===== config.mk =====
export PLATFORM = sky130hd
export DESIGN_NAME = cdb_arbiter
export DESIGN_NICKNAME = d
export VERILOG_FILES = /design/src/rtl/cdb_arbiter.sv
export SDC_FILE = /design/constraint.sdc
export NUM_CORES = 1
export LEC_CHECK = 0
export ABC_AREA = 1
export ABC_CLOCK_PERIOD_IN_PS = 7100
export CORE_MARGIN = 3
export CORE_UTILIZATION = 59
export DETAILED_ROUTE_END_ITERATION = 7
export GPL_TIMING_DRIVEN = 0
export PLACE_DENSITY_LB_ADDON = 0.3
export SLEW_MARGIN = 25
export SYNTH_ARGS = -nofsm -noshare
export SYNTH_HDL_FRONTEND = slang
export SYNTH_SLANG_ARGS = --single-unit

===== constraint.sdc =====
create_clock -name clk -period 7.1 [get_ports clk]
set_input_delay 1.065 -clock clk [delete_from_list [all_inputs] [get_ports clk]]
set_output_delay 1.065 -clock clk [all_outputs]
set_load 0.02 [all_outputs]

===== src/rtl/cdb_arbiter.sv =====
// cdb_arbiter: per-unit result FIFOs sharing one registered common data bus.
// Ports: clk/rst (sync, active-high), rdy (global stall), flush (discard all),
//   req_valid/req_ready/req_tag/req_res/req_res2 (packed per requester),
//   rob_head (age priority only), cdb_valid/src/tag/res/res2, pending (occupancy).
// Option: define CDB_AGE_PRIO_EN to grant the entry closest to rob_head
//   instead of round robin.
module cdb_arbiter #(
    parameter int N_REQ  = 3,
    parameter int TAG_W  = 5,
    parameter int DATA_W = 32,
    parameter int DEPTH  = 2,
    localparam int CNT_W = $clog2(DEPTH + 1)
) (
    input  logic                      clk,
    input  logic                      rst,
    input  logic                      rdy,
    input  logic                      flush,
    input  logic [N_REQ-1:0]          req_valid,
    output logic [N_REQ-1:0]          req_ready,
    input  logic [N_REQ*TAG_W-1:0]    req_tag,
    input  logic [N_REQ*DATA_W-1:0]   req_res,
    input  logic [N_REQ*DATA_W-1:0]   req_res2,
    input  logic [TAG_W-1:0]          rob_head,
    output logic                      cdb_valid,
    output logic [N_REQ-1:0]          cdb_src,
    output logic [TAG_W-1:0]          cdb_tag,
    output logic [DATA_W-1:0]         cdb_res,
    output logic [DATA_W-1:0]         cdb_res2,
    output logic [N_REQ*CNT_W-1:0]    pending
);

    localparam int PTR_W = (DEPTH > 1) ? $clog2(DEPTH) : 1;
    localparam int IDX_W = (N_REQ > 1) ? $clog2(N_REQ) : 1;
    localparam logic [CNT_W-1:0] DEPTH_C = CNT_W'(DEPTH);
    localparam logic [IDX_W-1:0] LAST_C  = IDX_W'(N_REQ - 1);

    logic [CNT_W-1:0]  count_q   [N_REQ];
    logic [CNT_W-1:0]  count_d   [N_REQ];
    logic [PTR_W-1:0]  wr_ptr_q  [N_REQ];
    logic [PTR_W-1:0]  wr_ptr_d  [N_REQ];
    logic [PTR_W-1:0]  rd_ptr_q  [N_REQ];
    logic [PTR_W-1:0]  rd_ptr_d  [N_REQ];
    logic [TAG_W-1:0]  tag_mem_q [N_REQ][DEPTH];
    logic [TAG_W-1:0]  tag_mem_d [N_REQ][DEPTH];
    logic [DATA_W-1:0] res_mem_q [N_REQ][DEPTH];
    logic [DATA_W-1:0] res_mem_d [N_REQ][DEPTH];
    logic [DATA_W-1:0] res2_mem_q[N_REQ][DEPTH];
    logic [DATA_W-1:0] res2_mem_d[N_REQ][DEPTH];
    logic [IDX_W-1:0]  rr_last_q, rr_last_d;
    logic              cdb_valid_q, cdb_valid_d;
    logic [N_REQ-1:0]  cdb_src_q, cdb_src_d;
    logic [TAG_W-1:0]  cdb_tag_q, cdb_tag_d;
    logic [DATA_W-1:0] cdb_res_q, cdb_res_d;
    logic [DATA_W-1:0] cdb_res2_q, cdb_res2_d;

    logic [N_REQ-1:0]  nonempty;
    logic              grant_any;
    logic [IDX_W-1:0]  win;

    always_comb begin
        for (int i = 0; i < N_REQ; i++) begin
            nonempty[i]  = (count_q[i] != '0);
            req_ready[i] = rdy & ~flush & (count_q[i] < DEPTH_C);
            pending[i*CNT_W +: CNT_W] = count_q[i];
        end
    end

`ifdef CDB_AGE_PRIO_EN
    logic [TAG_W-1:0] age, best_age;

    // Age is distance from the ROB head; strict < keeps ties on lowest index.
    always_comb begin
        grant_any = 1'b0;
        win       = '0;
        age       = '0;
        best_age  = '0;
        for (int i = 0; i < N_REQ; i++) begin
            age = tag_mem_q[i][rd_ptr_q[i]] - rob_head;
            if (nonempty[i] && (!grant_any || age < best_age)) begin
                grant_any = 1'b1;
                win       = IDX_W'(i);
                best_age  = age;
            end
        end
    end
`else
    logic unused_rob_head;
    assign unused_rob_head = ^rob_head;

    // Search starts one past the last winner.
    always_comb begin
        grant_any = 1'b0;
        win       = '0;
        for (int k = 0; k < N_REQ; k++) begin
            if (!grant_any && nonempty[(int'(rr_last_q) + 1 + k) % N_REQ]) begin
                grant_any = 1'b1;
                win       = IDX_W'((int'(rr_last_q) + 1 + k) % N_REQ);
            end
        end
    end
`endif

    always_comb begin
        count_d     = count_q;
        wr_ptr_d    = wr_ptr_q;
        rd_ptr_d    = rd_ptr_q;
        tag_mem_d   = tag_mem_q;
        res_mem_d   = res_mem_q;
        res2_mem_d  = res2_mem_q;
        rr_last_d   = rr_last_q;
        cdb_valid_d = cdb_valid_q;
        cdb_src_d   = cdb_src_q;
        cdb_tag_d   = cdb_tag_q;
        cdb_res_d   = cdb_res_q;
        cdb_res2_d  = cdb_res2_q;
        if (rdy) begin
            if (flush) begin
                for (int i = 0; i < N_REQ; i++) begin
                    count_d[i]  = '0;
                    wr_ptr_d[i] = '0;
                    rd_ptr_d[i] = '0;
                end
                cdb_valid_d = 1'b0;
                rr_last_d   = LAST_C;
            end else begin
                cdb_valid_d = grant_any;
                if (grant_any) begin
                    cdb_src_d    = N_REQ'(1) << win;
                    cdb_tag_d    = tag_mem_q[win][rd_ptr_q[win]];
                    cdb_res_d    = res_mem_q[win][rd_ptr_q[win]];
                    cdb_res2_d   = res2_mem_q[win][rd_ptr_q[win]];
                    rd_ptr_d[win] = rd_ptr_q[win] + PTR_W'(1);
                    rr_last_d    = win;
                end
                for (int i = 0; i < N_REQ; i++) begin
                    if (req_valid[i] && req_ready[i]) begin
                        tag_mem_d[i][wr_ptr_q[i]]  = req_tag[i*TAG_W +: TAG_W];
                        res_mem_d[i][wr_ptr_q[i]]  = req_res[i*DATA_W +: DATA_W];
                        res2_mem_d[i][wr_ptr_q[i]] = req_res2[i*DATA_W +: DATA_W];
                        wr_ptr_d[i] = wr_ptr_q[i] + PTR_W'(1);
                    end
                    unique case ({req_valid[i] & req_ready[i],
                                  grant_any && (win == IDX_W'(i))})
                        2'b10:   count_d[i] = count_q[i] + CNT_W'(1);
                        2'b01:   count_d[i] = count_q[i] - CNT_W'(1);
                        default: count_d[i] = count_q[i];
                    endcase
                end
            end
        end
    end

    always_ff @(posedge clk) begin
        if (rst) begin
            for (int i = 0; i < N_REQ; i++) begin
                count_q[i]  <= '0;
                wr_ptr_q[i] <= '0;
                rd_ptr_q[i] <= '0;
            end
            rr_last_q   <= LAST_C;
            cdb_valid_q <= 1'b0;
            cdb_src_q   <= '0;
            cdb_tag_q   <= '0;
            cdb_res_q   <= '0;
            cdb_res2_q  <= '0;
        end else begin
            count_q     <= count_d;
            wr_ptr_q    <= wr_ptr_d;
            rd_ptr_q    <= rd_ptr_d;
            rr_last_q   <= rr_last_d;
            cdb_valid_q <= cdb_valid_d;
            cdb_src_q   <= cdb_src_d;
            cdb_tag_q   <= cdb_tag_d;
            cdb_res_q   <= cdb_res_d;
            cdb_res2_q  <= cdb_res2_d;
        end
    end

    // Payload storage needs no reset: occupancy alone marks entries live.
    always_ff @(posedge clk) begin
        tag_mem_q  <= tag_mem_d;
        res_mem_q  <= res_mem_d;
        res2_mem_q <= res2_mem_d;
    end

    assign cdb_valid = cdb_valid_q;
    assign cdb_src   = cdb_src_q;
    assign cdb_tag   = cdb_tag_q;
    assign cdb_res   = cdb_res_q;
    assign cdb_res2  = cdb_res2_q;

endmodule


# Yosys cells after proc, flatten, opt, wreduce, memory -nomap -nowiden
# Index checks and enable logic that the tools add are counted.
# classes
add_sub_neg	13
div_mod_pow	3
n_lt_le_gt_ge	15
eq_ne	8
shift	1
muxes	73
bitwise	13
reduce_logical	36
# ops
cell	count
$bwmux 64	6
$mux 32	9
$bmux 64 s2	2
$mux 64	4
$demux 32 s1	3
$lt 32x4->1 const B	3
$mod 32x3->32 const B	3
$add 32x2->32 const B	1
$bwmux 10	3
$mux 5	6
$bmux 10 s2	1
$mux 10	2
$mux 1	16
$demux 5 s1	3
$reduce_and 2->1	7
$reduce_bool 2->1	7
$logic_and 1x1->1	12
$pmux 2 s2	3
$reduce_and 3->1	4
$mux 2	5
$mux 3	3
$reduce_bool 3->1	3
$bmux 1 s2	4
$eq 2x1->1 const B	4
21 further kinds	48
# totals
register_bits	501
out_inout_bits	82
wordCells	195

# Logic depth before layout (Yosys ltp)
# logic_depth
ltp_word	20
mapped_depth	19
depth_no_buf	17

# Worst setup path after synthesis
# Ideal clock, no wire load.
# synth_timing
path_kind	input port to flip-flop
start	input port rdy
end	register res2_mem_q[160] (netlist bit) (enable)
setup_time_ns	0.498
arrival_ns	4.705
slack_ns	1.897
cell_stages	6
n_path_buf	0
path_cell_list	inv_1 -> nor2_1 -> inv_1 -> nor2_1 -> nand2_1 -> nor2_1
# synth_between
elab_chain_len	4
# synth_lines
item	line_no	rtl
from (decl)	16	input logic rdy,
$and 1x1->1 (2 in a row)	63	req_ready[i] = rdy & ~flush & (count_q[i] < DEPTH_C);
net req_ready[0]	19	output logic [N_REQ-1:0] req_ready,
$logic_and 1x1->1	136	if (req_valid[i] && req_ready[i]) begin
$reduce_and 3->1 (no line)	--	
to (signal assigned)	183	res2_mem_q <= res2_mem_d;
to (decl)	47	logic [DATA_W-1:0] res2_mem_q[N_REQ][DEPTH];
# The timed path passes the listed nets, and every way through them passes these cells.
# A chain may end at the register's enable or synchronous reset.

# Worst setup path in the final report
# layout_timing
start	input port rdy
end	output port req_ready[0]
# layout_between
elab_chain_len	2
# layout_lines
item	line_no
$and 1x1->1 (2 in a row)	63
to (decl)	19
# No other way between the ends.

==> flow_summary_export.csv <==
group,metric,value,unit
run_status,outcome,"complete, no violations",
detailed_routing,drc,0,
worst_setup_path,r2r_start,"rr_last_q[0]$_SDFFE_PP0P_",
clock_tree,clock_latency,0.58,ns
synth,yosys-mux-area-fraction,0,
worst_setup_path,crit_chain,"clkdlybuf4s50_1 > inv_1 > nor2_1 > inv_1 > nor2_1 > clkdlybuf4s50_1",
global_routing,grt_max_degree,21,
power_and_ir_drop,total_power,8999,uW
placement,pre_cts_slack,3.183,ns
global_routing,track_usage,0.3257,
global_routing,grt_pass1_wl,95520,um
sta,tightest_slew,1.069,ns
floorplanning,die_h,196.7,um
synth,synth_top_family_by_area,"simple AND/OR/NAND/NOR gates",
clock_tree,ctsResizeCount,0,
clock_tree,root_buffer,"clkbuf_16",
floorplanning,rows,69,
global_routing,grt_overflow_total,0,
floorplanning,core,35660,um2
power_and_ir_drop,ir_worst_vdd,0.0003321,V
sta,timing.fmax,253.1,MHz
synth,synth_cells,2227,
worst_setup_path,cp.required,6.03,ns
worst_setup_path,r2r_end,"cdb_res[1]$_SDFFE_PP0P_",
worst_setup_path,arrival,2.89,ns
synth,yosysUniqueCellTypes,26,
global_routing,grt_pass1_vias,17400,
sta,worst_slack,3.149,ns
detailed_routing,first_pass_iters,6,
synth,postSynthNetCount,2448,
synth,ys_ff_latch,501,
synth,yosys.area_share.simple,0.2095,
floorplanning,start_util,0.6015,
global_routing,antenna_found_initial,5,
detailed_routing,vias,17430,
detailed_routing,wl,63760,um
power_and_ir_drop,p_per_area,331.6,nW/um2
power_and_ir_drop,p_leak,0.01161,uW
clock_tree,clock-sinks,501,
detailed_routing,ant_nets,0,
worst_setup_path,slowest_stage,"clkdlybuf4s50_1",
sta,rsz0062_at_grt,"no",
synth,synthesis.area,21450,um2
clock_tree,h-tree-depth,2,
floorplanning,die_x,196.7,um
worst_hold_path,min-delay-path-class,"reg -> reg",
worst_setup_path,r2r_cells,18,
worst_hold_path,hold_depth,2,
clock_tree,clk_pin_slew,0.06,ns
placement,numPortBuffers,295,
worst_hold_path,whs_endpoint,"cdb_res2[5]$_SDFFE_PP0P_",
sta,drv_slew,0,
clock_tree,postCtsSetupBuffers,0,
detailed_routing,drtIter0Drc,2190,
clock_tree,cts.hold.buffers_added,0,
clock_tree,clockBufferDepth,3,
clock_tree,cts-buffers-inserted,49,
sta,hold_viol_final,0,
floorplanning,die-area,38670,um2
sta,setup_viol,0,
worst_setup_path,ff2ff_setup_slack,3.74,ns
placement,gp_congestion,0.8745,
detailed_routing,avgViaCountPerCell,5.627,
synth,ys_warn_count,0,
floorplanning,pin_count,301,
job,drv_cap,0,
sta,slew_headroom,0.2875,
worst_hold_path,worstHoldStart,"cdb_res2[5]$_SDFFE_PP0P_",
sta,final.period_utilization,0.5565,
worst_setup_path,crit_path_max_incr_delay,0.67,ns
final_layout,fin_nets,2814,
synth,synth-adder-area-share,0.001167,
detailed_routing,routedWlPerCell,20.59,um
synth,yosysSeqAreaShare,0.6609,
worst_setup_path,critPathLaunchType,"input port",
final_layout,drive_above_1_share,0.07032,
worst_setup_path,setup.worst_path.end_class,"output pin",
placement,dpl.hpwl,43550,um
clock_tree,cts_tree,"done",
synth,synthXorXnorAreaFrac,0.0008168,
worst_setup_path,critPathMaxFanout,5,
sta,min_period,3.951,ns
final_layout,syn_to_final_growth,26.55,%
sta,fin_skew,0.01600,ns
synth,syn_avg_cell_area,9.630,um2
worst_setup_path,crit_type,"in -> out",
synth,synth-compound-area-share,0.02888,
flip-flops by register name (all words and copies together), names as in the netlist:
signal      count
rr_last_q       2
cdb_src         3
cdb_tag         5
cdb_res        32
res_mem_q     192
cdb_valid       1
wr_ptr_q        3
res2_mem_q    192
cdb_res2       32
rd_ptr_q        3
pending         6
tag_mem_q      30
cell usage in the layout, fill, tap and decap left out, types with 3 or more instances in the layout:
master / Yosys / routed
clkbuf_8: 0 / 6
inv_1: 398 / 398
buf_2: 36 / 36
nor2_4: 2 / 8
inv_2: 16 / 16
buf_1: 13 / 13
nand4_1: 4 / 4
nand2_2: 5 / 5
inv_6: 0 / 5
a21oi_1: 108 / 108
buf_16: 0 / 14
edfxtp_1: 414 / 414
buf_4: 13 / 13
clkbuf_1: 48 / 60
nand3_1: 330 / 330
nand2_1: 615 / 615
o21ai_0: 12 / 12
nor2_1: 108 / 102
clkinv_4: 0 / 3
bufinv_16: 0 / 4
diode_2: 0 / 5
buf_6: 5 / 5
clkdlybuf4s50_1: 0 / 295
clkinv_2: 0 / 7
buf_12: 0 / 6
clkbuf_16: 0 / 49
dfxtp_1: 87 / 87
through the flow:
| step | cell area [um2] | setup TNS, ns | instances | utilization | hold WS [ns] |
|---|---|---|---|---|---|
| 6_report | 27140 | 0 | 3097 | 0.7611 | 0.4629 |
| 5_1_grt | 27140 | 0 | 3096 | 0.7611 | 0.4903 |
| 4_1_cts | 27130 | 0 | 3092 | 0.7608 | 0.4654 |
| 3_5_place_dp | 25530 | 0 | 3003 | 0.7159 | 0.4563 |
| 3_3_place_gp | 24980 | -457.33 | 2983 | 0.7005 | 0.4532 |
| 2_1_floorplan | 21450 | 0 | 2227 | - | 0.4565 |
area by class of cell:
type                    instances  area [um2]
diodes                          5       12.51
fillers                      2284        8517
multi-input cells            1197        5200
plain buffers                 115       563.0
clock inverters                22       246.5
clock buffers                  67        1354
flip-flops and latches        501       14170
repair buffers                315        3458
inverters                     414        1554
well taps                     461       576.8
how the worst max path moves through the flow:
stage | from | endpoint | cells after the start
after CTS | rdy | req_ready[0] | 6
after global routing | rdy | req_ready[0] | 6
after global placement | rdy | res_mem_q[12]$_DFFE_PP_ | 7
final | rdy | req_ready[0] | 6
after detailed placement | rdy | req_ready[0] | 6
after floorplan | rdy | res2_mem_q[160]$_DFFE_PP_ | 6
kinds of logic (layout without fill, tap and decap cells):
kind of cell,count (synthesis),in the layout
simple gates,1070,1070
buf+inv,529,933
flops,501,501
compound gates,123,123
fa+ha+maj,2,2
xor+xnor,2,2
other cells,0,5
cell usage after synthesis:
cell type,number,area share
a21boi_1,1,0.00035
a21oi_1,108,0.025
a31oi_1,1,0.00029
buf_1,13,0.0023
buf_2,36,0.0084
buf_4,13,0.0046
buf_6,5,0.0026
clkbuf_1,48,0.0084
dfxtp_1,87,0.081
edfxtp_1,414,0.58
ha_1,2,0.0012
inv_1,398,0.070
inv_2,16,0.0028
nand2_1,615,0.11
nand2_2,5,0.0015
nand2_4,1,0.00053
nand3_1,330,0.077
nand3_2,2,0.00093
nand4_1,4,0.0012
nor2_1,108,0.019
nor2_2,2,0.00058
nor2_4,2,0.0011
nor3_1,1,0.00023
o21ai_0,12,0.0028
o21ai_1,1,0.00023
xnor2_1,2,0.00082
worst max-delay path, delay by kind of cell:
| family | cells | cell delay (ns) |
|---|---|---|
| buffers and inverters | 4 | 1.43 |
| AND/OR/NAND/NOR | 2 | 0.38 |
power by group:
part	switching, uW	internal, uW
clock network	1110	1490
registers	90.7	3350
logic	1950	1000
total	3150	5850
per-layer routing:
layer	GRT usage	wire length, um	vias up
li1	-	-	7855
met1	0.4188	22790	8023
met2	0.5272	29980	1295
met3	0.06821	7880	253
met4	0.1721	3107	0
met5	0	0	-
Power figures use the tool's default switching activity.
